File: config.mk
export PLATFORM = sky130hd
export DESIGN_NAME = mips_div_unit
export DESIGN_NICKNAME = d
export VERILOG_FILES = /design/src/rtl/mips_div_pkg.sv /design/src/rtl/mips_div_unit_div_step.sv /design/src/rtl/mips_div_unit.sv
export SDC_FILE = /design/constraint.sdc
export NUM_CORES = 1
export LEC_CHECK = 0
export ABC_AREA = 1
export BUFFER_PORTS_ARGS = -buffer_cell sky130_fd_sc_hd__buf_2
export CAP_MARGIN = 20
export CORE_MARGIN = 2
export CORE_UTILIZATION = 60
export CTS_BUF_LIST = sky130_fd_sc_hd__clkbuf_2
export CTS_CLUSTER_DIAMETER = 80
export DETAILED_ROUTE_END_ITERATION = 8
export PLACE_DENSITY = 0.81
export RECOVER_POWER = 25
export REMOVE_ABC_BUFFERS = 1
export SLEW_MARGIN = 0
export SYNTH_ARGS = -nofsm -noshare
export SYNTH_HDL_FRONTEND = slang
export SYNTH_SLANG_ARGS = --single-unit
File: constraint.sdc
create_clock -name clk -period 3.5 [get_ports clk]
set_input_delay 0.35 -clock clk [delete_from_list [all_inputs] [get_ports clk]]
set_output_delay 0.35 -clock clk [all_outputs]
set_load 0.02 [all_outputs]
File: src/rtl/mips_div_pkg.sv
// rtl/mips_div_pkg.sv - shared types and helpers for the MIPS DIV/DIVU unit
package mips_div_pkg;

   typedef enum logic [1:0] {
      IDLE = 2'd0,
      CALC = 2'd1,
      FIX  = 2'd2
   } div_state_t;

   localparam int DIV_WIDTH = 32;
   // Widest operand the negate helper supports; callers zero-extend and slice.
   localparam int MAX_WIDTH = 64;

   function automatic logic [MAX_WIDTH-1:0] cond_negate(input logic [MAX_WIDTH-1:0] v,
                                                         input logic neg);
      return neg ? -v : v;
   endfunction

endpackage

File: src/rtl/mips_div_unit_div_step.sv
// rtl/mips_div_unit_div_step.sv - one combinational restoring-division iteration
module div_step #(
   parameter int WIDTH = 32
) (
   input  logic [WIDTH-1:0] rem,
   input  logic             dvd_msb,
   input  logic [WIDTH-1:0] divisor,
   output logic [WIDTH-1:0] rem_next,
   output logic             q_bit
);

   logic [WIDTH:0] shifted;
   logic [WIDTH:0] trial;

   // rem < divisor on entry, so the shifted value fits WIDTH+1 bits and the
   // top bit of the trial difference is a reliable borrow.
   assign shifted  = {rem, dvd_msb};
   assign trial    = shifted - {1'b0, divisor};
   assign q_bit    = ~trial[WIDTH];
   assign rem_next = q_bit ? trial[WIDTH-1:0] : shifted[WIDTH-1:0];

endmodule

File: src/rtl/mips_div_unit.sv
// rtl/mips_div_unit.sv - multi-cycle restoring DIV/DIVU unit; optional DIV_EARLY_OUT_EN
module mips_div_unit
   import mips_div_pkg::*;
#(
   parameter int WIDTH = DIV_WIDTH
) (
   input  logic             clk,
   input  logic             rst_n,
   input  logic             start,
   input  logic             is_signed,
   input  logic [WIDTH-1:0] src_a,
   input  logic [WIDTH-1:0] src_b,
   output logic             busy,
   output logic             done,
   output logic [WIDTH-1:0] quotient,
   output logic [WIDTH-1:0] remainder,
   output logic             div_by_zero
);

   localparam int CW = $clog2(WIDTH);
   localparam logic [CW-1:0] LAST = CW'(WIDTH - 1);

   div_state_t       state;
   logic [CW-1:0]    count;
   logic [WIDTH-1:0] rem_q;
   logic [WIDTH-1:0] dvd_q;
   logic [WIDTH-1:0] dsr_q;
   logic             qsign;
   logic             rsign;
   logic             dz_q;

   logic             a_neg;
   logic             b_neg;
   logic [WIDTH-1:0] mag_a;
   logic [WIDTH-1:0] mag_b;
   logic             early;
   logic [WIDTH-1:0] rem_next;
   logic             q_bit;

   function automatic logic [WIDTH-1:0] neg_w(input logic [WIDTH-1:0] v, input logic en);
      logic [MAX_WIDTH-1:0] t;
      t = cond_negate(MAX_WIDTH'(v), en);
      return t[WIDTH-1:0];
   endfunction

   always_comb begin
      a_neg = is_signed & src_a[WIDTH-1];
      b_neg = is_signed & src_b[WIDTH-1];
      mag_a = neg_w(src_a, a_neg);
      mag_b = neg_w(src_b, b_neg);
   end

`ifdef DIV_EARLY_OUT_EN
   assign early = (mag_a < mag_b);
`else
   assign early = 1'b0;
`endif

   div_step #(.WIDTH(WIDTH)) u_step (
      .rem      (rem_q),
      .dvd_msb  (dvd_q[WIDTH-1]),
      .divisor  (dsr_q),
      .rem_next (rem_next),
      .q_bit    (q_bit)
   );

   always_ff @(posedge clk) begin
      if (!rst_n) begin
         state       <= IDLE;
         count       <= '0;
         rem_q       <= '0;
         dvd_q       <= '0;
         dsr_q       <= '0;
         qsign       <= 1'b0;
         rsign       <= 1'b0;
         dz_q        <= 1'b0;
         busy        <= 1'b0;
         done        <= 1'b0;
         quotient    <= '0;
         remainder   <= '0;
         div_by_zero <= 1'b0;
      end else begin
         done <= 1'b0;
         case (state)
            IDLE: begin
               if (start) begin
                  busy  <= 1'b1;
                  qsign <= a_neg ^ b_neg;
                  rsign <= a_neg;
                  dsr_q <= mag_b;
                  count <= '0;
                  // Short paths park |a| in rem_q so FIX re-applies the
                  // dividend sign and hands back src_a unchanged.
                  if (src_b == '0) begin
                     dz_q  <= 1'b1;
                     rem_q <= mag_a;
                     dvd_q <= '0;
                     state <= FIX;
                  end else if (early) begin
                     dz_q  <= 1'b0;
                     rem_q <= mag_a;
                     dvd_q <= '0;
                     state <= FIX;
                  end else begin
                     dz_q  <= 1'b0;
                     rem_q <= '0;
                     dvd_q <= mag_a;
                     state <= CALC;
                  end
               end
            end
            CALC: begin
               rem_q <= rem_next;
               dvd_q <= {dvd_q[WIDTH-2:0], q_bit};
               count <= count + CW'(1);
               if (count == LAST) state <= FIX;
            end
            FIX: begin
               quotient    <= dz_q ? '1 : neg_w(dvd_q, qsign);
               remainder   <= neg_w(rem_q, rsign);
               div_by_zero <= dz_q;
               done        <= 1'b1;
               busy        <= 1'b0;
               state       <= IDLE;
            end
            default: state <= IDLE;
         endcase
      end
   end

endmodule
==> key figures, run 1 <==
Final layout
  • Area added between synthesis and finish: 12.1%
  • # fillers: 2035
  • NumNets Final: 2467
  • Ratio of cells with drive above 1 in the final layout: 0.0784

Floorplan
  • Starting Density: 0.606
  • IO Count: 135
  • Core Region: 21700 um^2
  • Vert. Die Dim: 152 um
  • Die Footprint: 23100 um^2
  • Die W: 152 um
  • Cell Rows: 54

Yosys
  • Average size of a mapped cell: 5.94 um^2
  • Commonest cells in the netlist: nand2_1 (560), inv_1 (360), nor2_1 (242), a21oi_1 (199), dfxtp_1 (173)
  • Top-area cell type share of the netlist area: 0.264
  • Post-synth top area cell: dfxtp_1
  • Adder-cell share of the synthesized area: 0.0377
  • Synth top area cells: dfxtp_1 (26%), nand2_1 (16%), inv_1 (10%)
  • Number of synthesized flops with an enable pin: 0
  • Yosys Warn Count: 0
  • Sequential element share of the synthesized area: 0.264
  • Post-synthesis compound-gate area fraction: 0.178
  • Multiplexer share of the synthesized area: 0
  • Most common cell in the synthesized netlist: nand2_1
  • Netlist Area Pre-Place: 13100 um^2
  • Post-Syn Instances: 2211
  • Largest family of logic cells by synthesized area: simple AND/OR/NAND/NOR gates
  • Post-synthesis simple-gate area fraction: 0.323
  • Post-Synth XOR/XNOR Area: 0.0640
  • Ys async rst share: 0
  • Ys flop type: dfxtp_1
  • Post-synthesis cell type count: 51
  • #FFs+latches synth: 173

Critical path
  • Setup CP Type: input pin to flip-flop
  • Worst path bufs/invs: 4
  • Setup crit start: rst_n
  • Worst Path Arrival: 3.53 ns
  • Slowest stage cell, crit path: clkbuf_1
  • Max stage delay on crit path: 1.81 ns
  • Worst flop-to-flop path startpoint: state[0]
  • Cells along the critical path: dlygate4sd3_1 -> buf_4 -> clkinv_1 -> clkbuf_1 -> a2111oi_0
  • Setup crit end kind: flip-flop
  • Req. time, crit path: 4.03 ns
  • Crit path launch type: input pin
  • Delay-heaviest family, CP: buffers and inverters
  • Critical-path maximum fanout: 62

Clocking
  • CTS tree: done
  • Clock transition at path regs: 0.31 ns
  • H-tree depth: 4
  • Clk_lat worst skew: 0.79 ns
  • CTS Sinks: 173
  • Post-CTS sizing: 0
  • Clock Path Buffers: 2
  • CTS buffer count: 17
  • Post-CTS Repair Setup Buffers: 0
  • Root Buffer: clkbuf_2
  • Cts hold-fix bufs: 59

Power
  • Switch share: 0.477
  • Sw Pwr: 0.00317 W
  • Clock share of power: 0.174
  • Pint: 0.00348 W
  • Seq pwr share: 0.354
  • Power per cell area: 452 nW/um^2
  • Pleak: 7.53 nW
  • Design Power: 0.00665 W
  • Max VDD drop: 248 uV
  • Gate power share: 0.472

Routing
  • DR WL/cell: 15.4 um
  • Antenna viol nets, final: 0
  • Vias: 14500
  • Final WL: 40800 um
  • Vias per cell: 5.47
  • Residual DRC: 0
  • First drt pass iteration count: 5
  • Starting DRC count in detailed routing: 1209

STA
  • Max transition margin: -0.702
  • RSZ-0062 raised after global routing: false
  • Final setup TNS: 0 ns
  • Hold_ws: 0.0417 ns
  • Final slew viol count: 44
  • Post-route clock period utilization: 0.857
  • Min Clock Period, post-route: 3.00 ns
  • Worst slew pin tran: 2.55 ns
  • Clock skew: 0.0551 ns
  • Setup violators final: 0
  • Hold Violations, Final: 0
  • Fmax achieved: 0.334 GHz

Global route
  • Total track usage: 0.350
  • Gr ovfl total: 0
  • Pin count of the biggest net entering global routing: 89
  • Vias in the first global route: 13700
  • First-pass GRT wire length: 66700 um
  • Initial antenna violation count: 1

Hold path
  • Min-delay src: src_a[2]
  • Worst min path class: input pin to flip-flop

Placed design
  • Post-DP HPWL: 30400 um
  • Input/output buffers: 134
  • Placer congestion estimate: 0.959

Run status
  • Violated checks: max-capacitance violations, max-slew violations
  • Status: complete, but fails checks

Run
  • Max Cap Viol: 1
## flip-flops by register name, summed over array words and instances, names as in the netlist
name,cells
done,1
dz_q,1
div_by_zero,1
rsign,1
rem_q,32
count,5
dsr_q,32
quotient,32
remainder,32
state,2
dvd_q,32
qsign,1
busy,1
## cells in the final DEF (no fill, tap or decap), drive strengths merged
| cell type | Yosys | final |
|---|---|---|
| o311a | 1 | 1 |
| diode | 0 | 1 |
| fa | 1 | 1 |
| dlygate4sd3 | 0 | 59 |
| clkinv | 3 | 9 |
| xnor2 | 17 | 17 |
| a21o | 2 | 2 |
| a221oi | 3 | 3 |
| nor4 | 3 | 3 |
| a21oi | 204 | 204 |
| a2111oi | 1 | 1 |
| nand4 | 15 | 15 |
| o21bai | 1 | 1 |
| nand2 | 572 | 572 |
| nand3 | 129 | 129 |
| a31oi | 12 | 12 |
| nand3b | 9 | 9 |
| o22ai | 1 | 1 |
| clkbuf | 63 | 64 |
| o31ai | 3 | 3 |
| nor3 | 30 | 30 |
| o221ai | 14 | 14 |
| nor2 | 253 | 253 |
| o211ai | 13 | 13 |
| dfxtp | 173 | 173 |
| buf | 18 | 105 |
| bufinv | 0 | 1 |
| or2 | 2 | 2 |
| ha | 38 | 38 |
| and3 | 1 | 1 |
| and2 | 2 | 2 |
| o21ai | 177 | 177 |
| o21a | 1 | 1 |
| xor2 | 79 | 79 |
| inv | 370 | 378 |
## per-stage QoR
stage               utilization  instances  instance area [um^2]  setup slack, ns
global route              0.679       2654                 14700            0.405
floorplan                     -       2130                 12800           -0.862
detailed placement        0.643       2562                 14000            0.771
global placement          0.643       2562                 14000            0.848
CTS                       0.682       2653                 14800            0.746
finish                    0.679       2654                 14700            0.502
## cell families (layout without fill, tap and decap cells)
group	Yosys count	in the layout
XOR/XNOR	96	96
buffers and inverters	454	616
AO/OA/AOI/OAI	433	433
AND/OR/NAND/NOR	1016	1016
other	0	1
flip-flops	173	173
adder cells (fa/ha/maj)	39	39
## layout make-up
cell class                 count  area [um^2]  share of cell area
tap                          280          350              0.0238
clock inverter                15          170              0.0116
antenna                        1         2.50            0.000170
multi-input combinational   1584         7930               0.538
sequential                   173         3460               0.235
inverter                     373         1400              0.0950
timing repair buffer         211         1330              0.0905
clock buffer                  17         85.1             0.00578
## worst min-delay path: cells and delay by family
family | cells | cell delay [ns]
buf+inv | 1 | 0.12
simple gates | 1 | 0.16
compound gates | 2 | 0.20
## power by group through the flow
stage	registers, W	logic [W]	clock network (W)
floorplan	0.00236	0.00220	0
global placement	0.00237	0.00298	0
detailed placement	0.00238	0.00304	0
CTS	0.00235	0.00310	0.00117
global route	0.00238	0.00355	0.00124
finish	0.00236	0.00314	0.00116
## worst paths after layout
path / depth (start not counted) / endpoint / slack (ns)
hold / removal: 4 / dvd_q[2] / 0.04
setup / recovery: 5 / state[1] / 0.50
hold reg to reg: 2 / count[4] / 0.49
setup reg to reg: 7 / quotient[16] / 0.63
## routing by layer
layer / global-route usage / share of wire / wire length [um] / vias to the layer above
li1: - / - / - / 7304
met3: 0.0496 / 0.069 / 2800 / 109
met5: 0 / 0 / 0 / -
met1: 0.436 / 0.42 / 17000 / 6508
met2: 0.610 / 0.48 / 19400 / 590
met4: 0.143 / 0.038 / 1570 / 0
Note: power is estimated with default switching activity, not from simulation.
==> run 2, diff against run 1 <==
- CAP_MARGIN: 20 -> not set
- HOLD_SLACK_MARGIN: not set -> 0.1
==> run 2 against run 1 <==
The run still ends with max-capacitance violations, max-slew violations left. Hold slack better by 0.14 ns. Clock power about the same. Register-to-register slack worse by 0.03 ns. Die area is the same. Non-clock buffer count rose by 32. Global-route usage grew 0.48 points. Design area increased by 2.1%. Cell count is 1.2% higher. Critical path type unchanged. Critical endpoint is now dsr_q[30]. Largest cell class unchanged.
==> key figures, run 2 (synthesized netlist as in run 1, its figures left out) <==
Power
  • Power per cell area: 447 nW/um^2
  • Pint: 0.00353 W
  • Max VDD drop: 249 uV
  • Sw Pwr: 0.00320 W
  • Pleak: 7.67 nW
  • Clock share of power: 0.173
  • Seq pwr share: 0.350
  • Switch share: 0.475
  • Gate power share: 0.476
  • Design Power: 0.00673 W

Clocking
  • Root Buffer: clkbuf_2
  • Post-CTS Repair Setup Buffers: 0
  • Clock transition at path regs: 0.29 ns
  • Cts hold-fix bufs: 91
  • CTS Sinks: 173
  • Post-CTS sizing: 0
  • Clock Path Buffers: 2
  • CTS buffer count: 17
  • Clk_lat worst skew: 0.79 ns
  • CTS tree: done
  • H-tree depth: 4

Critical path
  • Setup crit end kind: flip-flop
  • Req. time, crit path: 4.24 ns
  • Flop2flop setup slack: 0.60 ns
  • Worst r2r path cells: 7
  • Critical-path maximum fanout: 5
  • Crit path launch type: input pin
  • Reg-to-Reg End: quotient[16]
  • Worst flop-to-flop path startpoint: state[0]
  • Worst Path Arrival: 3.90 ns
  • Setup CP Type: input pin to flip-flop

Routing
  • Vias per cell: 5.44
  • DR WL/cell: 15.4 um
  • Antenna viol nets, final: 0
  • Final WL: 41400 um
  • Starting DRC count in detailed routing: 1084
  • Residual DRC: 0
  • First drt pass iteration count: 6
  • Vias: 14600

Global route
  • Pin count of the biggest net entering global routing: 89
  • Vias in the first global route: 13800
  • Gr ovfl total: 0
  • Initial antenna violation count: 1
  • First-pass GRT wire length: 67600 um
  • Total track usage: 0.355

Floorplan
  • Core Region: 21700 um^2
  • Vert. Die Dim: 152 um
  • Cell Rows: 54
  • Die W: 152 um
  • Die Footprint: 23100 um^2
  • Starting Density: 0.606
  • IO Count: 135

Final layout
  • Area added between synthesis and finish: 14.5%
  • NumNets Final: 2499
  • # fillers: 1994
  • Finished Core Util: 0.694
  • Commonest cells after routing, fill and taps aside: nand2_1 (560), inv_1 (360), nor2_1 (242), a21oi_1 (199), dfxtp_1 (173)
  • Most common cell after layout, fill and taps aside: nand2_1
  • Ratio of cells with drive above 1 in the final layout: 0.0761

Run status
  • Violated checks: max-capacitance violations, max-slew violations
  • Status: complete, but fails checks

Placed design
  • Placer congestion estimate: 0.959
  • Post-place setup slack: 0.771 ns
  • Input/output buffers: 134
  • Post-DP HPWL: 30400 um

STA
  • Final slew viol count: 44
  • Setup WS post-layout: 0.338 ns
  • Hold Violations, Final: 0
  • Setup violators final: 0
  • RSZ-0062 raised after global routing: false
  • Post-route clock period utilization: 0.903
  • Min Clock Period, post-route: 3.16 ns
  • Hold_ws: 0.186 ns
  • Max transition margin: -0.692
  • Clock skew: 0.0559 ns
  • Fmax achieved: 0.316 GHz
  • Worst slew pin tran: 2.54 ns

Hold path
  • Worst min path class: input pin to flip-flop
  • Worst Hold Endpoint: qsign
  • Hold-critical path depth: 5
  • Min-delay src: start

Run
  • Max Cap Viol: 1
## run 2: cell count changes in the layout (fill, tap and decap cells not counted)
cell and delta:
clkbuf_1 +3, dlygate4sd3_1 +32, buf_2 -3
## run 2: area by class of cell
cell class / count / area (um^2) / area share
Antenna cell: 1 / 2.50 / 0.000166
Inverter: 373 / 1400 / 0.0930
Multi-Input combinational cell: 1584 / 7930 / 0.527
Tap cell: 280 / 350 / 0.0233
Sequential cell: 173 / 3460 / 0.230
Timing Repair Buffer: 243 / 1650 / 0.110
Clock inverter: 15 / 170 / 0.0113
Clock buffer: 17 / 85.1 / 0.00565
## run 2: power groups by stage
stage | clock network, W | logic [W] | registers [W]
after floorplan | 0 | 0.00220 | 0.00236
after global placement | 0 | 0.00298 | 0.00237
after detailed placement | 0 | 0.00304 | 0.00238
after CTS | 0.00117 | 0.00315 | 0.00235
after global routing | 0.00124 | 0.00361 | 0.00238
final | 0.00117 | 0.00320 | 0.00236
## run 2: worst max-delay path by stage
stage	from	end	slack, ns	depth (start not counted)
after global placement	src_b[0]	rem_q[24]	0.85	13
after detailed placement	src_b[0]	rem_q[24]	0.77	13
after floorplan	state[0]	rem_q[26]	-0.86	7
after CTS	src_b[0]	dsr_q[30]	0.41	16
final	src_b[0]	dsr_q[30]	0.34	16
after global routing	src_b[0]	dsr_q[30]	0.18	16
## run 2: per-layer routing
layer,track usage,up-vias,routed length (um)
li1,-,7357,-
met1,0.440,6561,17100
met2,0.623,586,19900
met3,0.0491,104,2900
met4,0.140,0,1530
met5,0,-,0
## run 2: stage by stage
stage / instances / cell area, um^2 / TNS (ns)
5_1_grt: 2686 / 15000 / 0
4_1_cts: 2685 / 15100 / 0
6_report: 2686 / 15000 / 0
3_5_place_dp: 2562 / 14000 / 0
2_1_floorplan: 2130 / 12800 / -60.07
3_3_place_gp: 2562 / 14000 / 0
## run 2: worst max-delay path, stage by stage
cell	delay, ns
dlygate4sd3_1	0.54
buf_2	0.12
inv_1	0.10
ha_1	0.21
nand3_2	0.12
nor2_2	0.15
nand3_1	0.19
o21ai_1	0.30
o21ai_1	0.17
nor2_2	0.24
nand3_1	0.10
dlygate4sd3_1	0.57
nand3_1	0.08
dlygate4sd3_1	0.55
nand2_1	0.05
inv_1	0.05
==> run 3, diff against run 2 <==
- SYNTH_HIERARCHICAL: not set -> 1
==> run 3 against run 2 <==
The run now ends clean. Count of clock-buffer cells in the layout unchanged. Total power up 2.0%. Largest cell class unchanged. Synthesized cell count up 7.3%. Largest power group unchanged. Clock skew up 0.0090 ns. Routed wire length up 15%. Critical path depth down 4. Cell count up 6.1%.
==> key figures, run 3 <==
Clocking
  • Post-CTS sizing: 0
  • Cts hold-fix bufs: 88
  • Root Buffer: clkbuf_2
  • H-tree depth: 4
  • CTS tree: done
  • Clk_lat worst skew: 0.84 ns
  • Clock Path Buffers: 2
  • CTS Sinks: 173
  • CTS buffer count: 17
  • Clock transition at path regs: 0.32 ns
  • Post-CTS Repair Setup Buffers: 0

Global route
  • Vias in the first global route: 14800
  • Initial antenna violation count: 1
  • GR Util met3: 0.0727
  • Global route hottest layer: met2
  • Met1 track utilization from global routing: 0.525
  • First-pass GRT wire length: 75500 um
  • Pin count of the biggest net entering global routing: 68
  • GR Layer Usage met2: 0.627
  • Total track usage: 0.392
  • Gr ovfl total: 0

Run status
  • Status: finished clean

STA
  • Setup violators final: 0
  • Worst slew pin tran: 1.07 ns
  • Post-route clock period utilization: 0.885
  • Hold Violations, Final: 0
  • RSZ-0062 raised after global routing: false
  • Final slew viol count: 0
  • Min Clock Period, post-route: 3.10 ns
  • Max transition margin: 0.287
  • Clock skew: 0.0649 ns
  • Setup WS post-layout: 0.401 ns
  • Fmax achieved: 0.323 GHz

Yosys
  • Ys flop type: dfxtp_1
  • #FFs+latches synth: 173
  • Post-synthesis cell type count: 49
  • Yosys Warn Count: 6
  • Number of synthesized flops with an enable pin: 0
  • Multiplexer share of the synthesized area: 0
  • Post-Synth XOR/XNOR Area: 0.0423
  • Netlist Area Pre-Place: 13700 um^2
  • Largest family of logic cells by synthesized area: simple AND/OR/NAND/NOR gates
  • Post-Syn Instances: 2373
  • Top-area cell type share of the netlist area: 0.253
  • Most common cell in the synthesized netlist: nand2_1
  • Sequential element share of the synthesized area: 0.253
  • Post-synthesis simple-gate area fraction: 0.387
  • Average size of a mapped cell: 5.76 um^2
  • Commonest cells in the netlist: nand2_1 (694), inv_1 (326), nor2_1 (303), a21oi_1 (211), dfxtp_1 (173)
  • Post-synth top area cell: dfxtp_1
  • Synth top area cells: dfxtp_1 (25%), nand2_1 (19%), inv_1 (8.9%)
  • Ys async rst share: 0
  • Adder-cell share of the synthesized area: 0.0362
  • Post-synthesis compound-gate area fraction: 0.158

Critical path
  • Worst Path Arrival: 3.89 ns
  • Setup CP Type: input pin to flip-flop
  • Crit path launch type: input pin
  • Critical-path maximum fanout: 13
  • Setup crit end kind: flip-flop
  • Req. time, crit path: 4.29 ns

Power
  • Clock share of power: 0.168
  • Gate power share: 0.486
  • Sw Pwr: 0.00340 W
  • Design Power: 0.00686 W
  • Power per cell area: 441 nW/um^2
  • Pleak: 7.98 nW
  • Max VDD drop: 274 uV
  • Pint: 0.00346 W
  • Seq pwr share: 0.346
  • Switch share: 0.496

Routing
  • Antenna viol nets, final: 0
  • Starting DRC count in detailed routing: 1894
  • First drt pass iteration count: 7
  • Vias: 16200
  • Final WL: 47500 um
  • Residual DRC: 0
  • DR WL/cell: 16.7 um
  • Vias per cell: 5.68

Floorplan
  • Vert. Die Dim: 155 um
  • Cell Rows: 55
  • IO Count: 135
  • Core Region: 22500 um^2
  • Die W: 155 um
  • Die Footprint: 24000 um^2
  • Starting Density: 0.608

Placed design
  • Post-DP HPWL: 34600 um
  • Placer congestion estimate: 1.02
  • Post-place setup slack: 0.724 ns
  • Input/output buffers: 134

Final layout
  • NumNets Final: 2659
  • Area added between synthesis and finish: 13.6%
  • Ratio of cells with drive above 1 in the final layout: 0.0729
  • Most common cell after layout, fill and taps aside: nand2_1
  • Finished Core Util: 0.691
  • Commonest cells after routing, fill and taps aside: nand2_1 (694), inv_1 (327), nor2_1 (304), a21oi_1 (211), dfxtp_1 (172)

Run
  • Max Cap Viol: 0

Hold path
  • Worst min path class: input pin to flip-flop
run 3: layout make-up:
cell class,count,area [um^2]
Multi-Input combinational cell,1773,8520
Fill cell,2106,6960
Sequential cell,173,3460
Timing Repair Buffer,243,1640
Inverter,344,1310
Tap cell,285,357
Clock inverter,15,168
Clock buffer,17,85.1
Antenna cell,1,2.50
run 3: layer usage:
layer  up-vias  routed length, um  share of wire
met5         -                  0              0
met4         0               1900          0.040
met3       166               4820           0.10
met2       912              20700           0.44
met1      7253              20000           0.42
li1       7863                  -              -
run 3: power groups by stage:
stage	Combinational [W]	Clock [W]	Sequential (W)
after floorplan	0.00217	0	0.00238
after global placement	0.00307	0	0.00239
after detailed placement	0.00312	0	0.00239
after CTS	0.00322	0.00117	0.00236
after global routing	0.00369	0.00124	0.00239
final	0.00333	0.00115	0.00237
run 3: stage by stage:
| step | TNS [ns] | cells | hold WS (ns) | instance area, um^2 |
|---|---|---|---|---|
| 3_3_place_gp | 0 | 2730 | 0.450 | 14500 |
| 5_1_grt | 0 | 2851 | 0.284 | 15500 |
| 2_1_floorplan | -67.12 | 2290 | 0.445 | 13300 |
| 6_report | 0 | 2851 | 0.304 | 15500 |
| 3_5_place_dp | 0 | 2730 | 0.457 | 14500 |
| 4_1_cts | 0 | 2850 | 0.242 | 15600 |
run 3: worst paths after layout:
kind / start / endpoint / depth (start not counted) / slack (ns)
setup / recovery: src_a[31] / dvd_q[16] / 12 / 0.40
hold / removal: start / rsign / 6 / 0.30
setup reg to reg: dvd_q[31] / rem_q[18] / 18 / 0.54
hold reg to reg: busy / busy / 2 / 0.50
run 3: kinds of logic after synthesis:
logic type               after synthesis
AO/OA/AOI/OAI                        407
XOR/XNOR                              66
adder cells (fa/ha/maj)               39
buffers and inverters                427
flip-flops                           173
AND/OR/NAND/NOR                     1261
run 3: worst max-delay path: stages:
cell           delay (ns)
dlygate4sd3_1        0.52
buf_2                0.16
nand2_1              0.34
inv_2                0.38
buf_4                0.26
o21ai_0              0.13
nand4_1              0.13
xor2_1               0.24
dlygate4sd3_1        0.59
nand2_1              0.06
a21oi_1              0.16
dlygate4sd3_1        0.56
